File: src/rtl/timer_core_param.sv
// timer_core_param: parametrised up/down timer core.
// A 4-bit prescaler produces a count-enable strobe every 2, 4, 8 or 16 clocks.
// A WIDTH-bit loadable counter steps up or down on that strobe. Sticky
// overflow/underflow flags are set on the wrapping edge and cleared by writing 1.
// Optional feature macro: TIMER_IRQ_EN builds the registered interrupt request.
// When the macro is absent, irq is tied low and irq_en is ignored.
module timer_core_param #(
  parameter int WIDTH = 8
) (
  input  logic             PCLK,
  input  logic             PRESET,
  input  logic [7:0]       tcr,
  input  logic [WIDTH-1:0] tdr,
  input  logic [1:0]       sts_clr,
  input  logic [1:0]       irq_en,
  output logic [WIDTH-1:0] cnt,
  output logic             tick,
  output logic             ovf_flag,
  output logic             udf_flag,
  output logic             irq
);

  logic       load;
  logic       down;
  logic       enable;
  logic [3:0] div;
  logic [3:0] mask;
  logic       wrap_up;
  logic       wrap_down;

  assign load   = tcr[7];
  assign down   = tcr[5];
  assign enable = tcr[4];

  // Unused control bits are reserved in TCR.
  logic unused_tcr;
  assign unused_tcr = ^{tcr[6], tcr[3:2]};

  // Select the prescaler match mask from the clock-select field.
  always_comb begin
    mask = 4'h1;
    unique case (tcr[1:0])
      2'd0: mask = 4'h1;
      2'd1: mask = 4'h3;
      2'd2: mask = 4'h7;
      2'd3: mask = 4'hF;
      default: mask = 4'h1;
    endcase
  end

  // The prescaler free-runs while enabled and restarts its phase on load or disable.
  always_ff @(posedge PCLK) begin
    if (PRESET || !enable || load) begin
      div <= 4'h0;
    end else begin
      div <= div + 4'h1;
    end
  end

  // The strobe fires when the low prescaler bits selected by the mask are all set.
  assign tick = enable & ~load & ((div & mask) == mask);

  // A wrap occurs on a tick that steps past all-ones (up) or below zero (down).
  assign wrap_up   = tick & ~down & (cnt == {WIDTH{1'b1}});
  assign wrap_down = tick &  down & (cnt == {WIDTH{1'b0}});

  // The counter honours this priority: reset, then load, then tick, then hold.
  always_ff @(posedge PCLK) begin
    if (PRESET) begin
      cnt <= '0;
    end else if (load) begin
      cnt <= tdr;
    end else if (tick) begin
      if (down) begin
        cnt <= cnt - WIDTH'(1);
      end else begin
        cnt <= cnt + WIDTH'(1);
      end
    end
  end

  // Sticky flags: a set on a wrapping edge beats a simultaneous write-1-to-clear.
  always_ff @(posedge PCLK) begin
    if (PRESET) begin
      ovf_flag <= 1'b0;
      udf_flag <= 1'b0;
    end else begin
      if (wrap_up) begin
        ovf_flag <= 1'b1;
      end else if (sts_clr[0]) begin
        ovf_flag <= 1'b0;
      end
      if (wrap_down) begin
        udf_flag <= 1'b1;
      end else if (sts_clr[1]) begin
        udf_flag <= 1'b0;
      end
    end
  end

`ifdef TIMER_IRQ_EN
  // The interrupt request is registered from the enabled flags, one cycle behind them.
  always_ff @(posedge PCLK) begin
    if (PRESET) begin
      irq <= 1'b0;
    end else begin
      irq <= (ovf_flag & irq_en[0]) | (udf_flag & irq_en[1]);
    end
  end
`else
  // Without the interrupt feature the request is held low and the enables are ignored.
  logic unused_irq_en;
  assign unused_irq_en = ^irq_en;
  assign irq = 1'b0;
`endif

endmodule

File: config.mk
export PLATFORM = sky130hd
export DESIGN_NAME = timer_core_param
export DESIGN_NICKNAME = d
export VERILOG_FILES = /design/src/rtl/timer_core_param.sv
export SDC_FILE = /design/constraint.sdc
export NUM_CORES = 1
export LEC_CHECK = 0
export ABC_CLOCK_PERIOD_IN_PS = 2800
export BUFFER_PORTS_ARGS = -buffer_cell sky130_fd_sc_hd__buf_4
export CORE_ASPECT_RATIO = 0.7
export CORE_MARGIN = 3
export CORE_UTILIZATION = 35
export DETAILED_ROUTE_END_ITERATION = 12
export GPL_TIMING_DRIVEN = 0
export PLACE_DENSITY = 0.68
export RECOVER_POWER = 100
export SLEW_MARGIN = 20
export SYNTH_ARGS = -nofsm -noshare
export SYNTH_HDL_FRONTEND = slang
export SYNTH_SLANG_ARGS = --single-unit
File: constraint.sdc
create_clock -name PCLK -period 2.8 [get_ports PCLK]
set_clock_uncertainty 0.1 [all_clocks]
set_input_delay 0.28 -clock PCLK [delete_from_list [all_inputs] [get_ports PCLK]]
set_output_delay 0.28 -clock PCLK [all_outputs]
set_load 0.05 [all_outputs]
==> implementation parameters <==
Parameter                              Value

Logic synthesis
  Synthesized cell area    983 sq um
  Combinational family with the most area after synthesis    compound AO/OA/AOI/OAI gates
  Syn_area_per_cell    8.13 sq um
  Xor and xnor area share after synthesis    3.56%
  Yosys warning count    0
  Count of different cell masters after synthesis    43
  Simple logic cell fraction of the synthesized area    24.9%
  Share of synthesized area spent on multiplexers    0%
  FF+latch count, synth    14
  Part of the Yosys area used for sequential elements    28.5%
  Compound-Gate Fraction of Synth Area    27.9%
  Leading register cell type out of synthesis    sky130_fd_sc_hd__dfxtp_1
  Adder-cell area share of the yosys netlist    10.9%
  Share of flip-flops with an asynchronous set or reset    0%
  EDFF count, synth    0
  Synth Instances    121
  Syn Nets    151

Worst setup path
  Register-to-register setup slack    630 ps
  Critical path startpoint category    register
  Max Fanout on Critical Path    10
  Number of cells traversed by the worst register-to-register path    7
  Data arrival, critical path    1940 ps
  Required time of the worst setup path    2420 ps
  Critical path type    register to output port
  Setup crit end kind    output port
  Beginning of the worst register-to-register path    cnt[0]
  Worst r2r dst    cnt[6]

Route
  Number of vias after detailed routing    988
  Routed wire length per instance    14.2 um
  DRC errors left    0
  First drt pass iteration count    4
  DR iter-0 viols    45
  Routed Antenna Nets    0
  Total length of routed wires    2.63 mm
  Number of vias per cell after detailed routing    5.31

Run
  # Max-Cap Violations    0

GRT
  Global-route usage over all layers    16.1%
  Initial antenna violation count    0
  Wire length of the first global-routing pass    4.49 mm
  Number of global-route vias before repair    1,001
  Remaining Overflow, GRT    0
  Largest net degree at the start of global routing    11

Clock tree
  Insertion delay of the later-clocked pin in the worst-skew pair    250 ps
  Count of buffers added by post-CTS timing repair for setup    0
  TritonCTS buffer count    3
  Clock Root Buffer    sky130_fd_sc_hd__clkbuf_8
  Post-cts resize count    0
  CTS sink count    14
  Post-CTS clock slew at the launch and capture registers of the worst setup and hold paths    60 ps
  Number of H-tree levels    1
  Clock tree from TritonCTS    yes
  Cts-stage hold buffer count    0
  Bufs on Longest Clock Path    2

Placement
  Post-placement worst setup slack    620 ps
  DP HPWL    2.02 mm
  Gp weighted congestion    0.805
  Placed cell count    182
  Buffers on Ports    27

Power and ir drop
  Leakage power of the design    0.495 nW
  P per Cell Area    454 nW/um^2
  IR Drop Worst-Case VDD    0.000229 V

Cells and area
  Fraction of layout cells with a size suffix above 1    17.8%
  Antenna cells    0
  Area Growth Syn to Fin    25.2%
  Final cell count without fillers    186
  NumNets Final    183

Worst hold path
  Worst Hold Launch    tdr[1]
  Endpoint of the worst hold-timing path    cnt[1]
  Worst Hold Depth    3
  Worst hold path type    primary input to register

Timing
  Final clock period utilization by the worst path    82.8%
  Setup TNS    0 ps
  Relative slew margins    59.6%
  Worst-margin pin slew    609 ps
  Worst path setup slack after routing    482 ps
  Finish-stage setup viols    0
  Number of endpoints with negative hold slack in the final report    0
  Crit path time final    2320 ps
  Unrepaired setup endpoints after global routing    false
  Max Clock Freq    0.431 GHz
  Pins over their slew limit    0

Floorplan
  Std-Cell Rows    15
  I/O pin cnt    34
  Area of the die    3490 sq um
  Core region area    2570 sq um
  Overall die width    69.4 um
  Effective utilization at floorplan    38.2%
  Chip Height    50.4 um

Run status
  Outcome    finished, final reports clean
[report_power, final]
part,internal (mW),switching (mW)
Sequential,0.207,0.0114
Combinational,0.0555,0.0857
Clock,0.125,0.0747
[cells by family after synthesis]
family,after synthesis
and+or+nand+nor,45
AOI/OAI and AO/OA,40
DFF,14
buffers and inverters,9
adders and majority gates,8
xor gates and xnor gates,4
other,1
[layer usage]
metal,track usage (%),part of all wire [%]
met1,20.7,50
met2,25.5,46
met3,5.80,4.6
met4,4.55,0
met5,0,0
[synthesized netlist by cell type (all sizes together) (3+ instances only)]
cell type | instances | area [sq um]
inv | 6 | 22.5
ha | 7 | 87.6
dfxtp | 14 | 280
nand3 | 3 | 15.0
o21ai | 5 | 28.8
a22oi | 4 | 30.0
nand2b | 5 | 31.3
o211ai | 3 | 22.5
nor2b | 4 | 25.0
a21oi | 14 | 77.6
nor2 | 12 | 47.6
nand2 | 10 | 45.0
xnor2 | 3 | 26.3
[registers in the layout, summed over array words and instances, names as in the netlist]
name / cells
cnt: 8
div: 4
ovf_flag: 1
udf_flag: 1
[per-stage QoR]
stage          power [mW]  area (sq um)  utilization (%)  hold slack (ps)
2_1_floorplan       0.320           983                -              325
3_3_place_gp        0.366          1230             47.8              353
6_report            0.559          1230             47.9              195
4_1_cts             0.570          1280             49.9              197
5_1_grt             0.595          1230             47.9              210
3_5_place_dp        0.370          1230             47.8              372
[area by class of cell]
type	count	area [sq um]
fill	266	1340
multi-input combinational	98	658
sequential	14	280
timing repair buffer	27	158
clock buffer	4	55.1
tap	34	42.5
inverter	6	22.5
buffer	3	15.0
[worst max-delay path: stages (launching register included)]
cell	delay (ps)
sky130_fd_sc_hd__dfxtp_1	390
sky130_fd_sc_hd__a21boi_0	130
sky130_fd_sc_hd__nor2_1	300
sky130_fd_sc_hd__nand2_4	70
sky130_fd_sc_hd__inv_1	280
sky130_fd_sc_hd__clkbuf_1	510
[placed cells by master, fill, tap and decap left out, types with 3 or more instances in the layout]
master	netlist	layout
sky130_fd_sc_hd__buf_4	1	16
sky130_fd_sc_hd__clkbuf_1	2	14
sky130_fd_sc_hd__dfxtp_1	14	14
sky130_fd_sc_hd__nor2_1	11	12
sky130_fd_sc_hd__a21oi_1	12	12
sky130_fd_sc_hd__nand2_1	9	9
sky130_fd_sc_hd__ha_1	7	7
sky130_fd_sc_hd__inv_1	4	5
sky130_fd_sc_hd__nand2b_1	5	5
sky130_fd_sc_hd__nor2b_1	4	4
sky130_fd_sc_hd__a22oi_1	4	4
sky130_fd_sc_hd__clkbuf_8	0	4
sky130_fd_sc_hd__o211ai_1	3	3
sky130_fd_sc_hd__xnor2_1	3	3
sky130_fd_sc_hd__nand3_1	3	3
[worst max path at each step]
stage | startpoint | end | cells past startpoint
global route | div[1] | tick | 5
finish | div[1] | tick | 5
CTS | cnt[0] | cnt[6] | 7
floorplan | cnt[0] | cnt[6] | 7
global placement | cnt[0] | cnt[6] | 7
detailed placement | cnt[0] | cnt[6] | 7
Note: power is estimated with default switching activity, not from simulation.
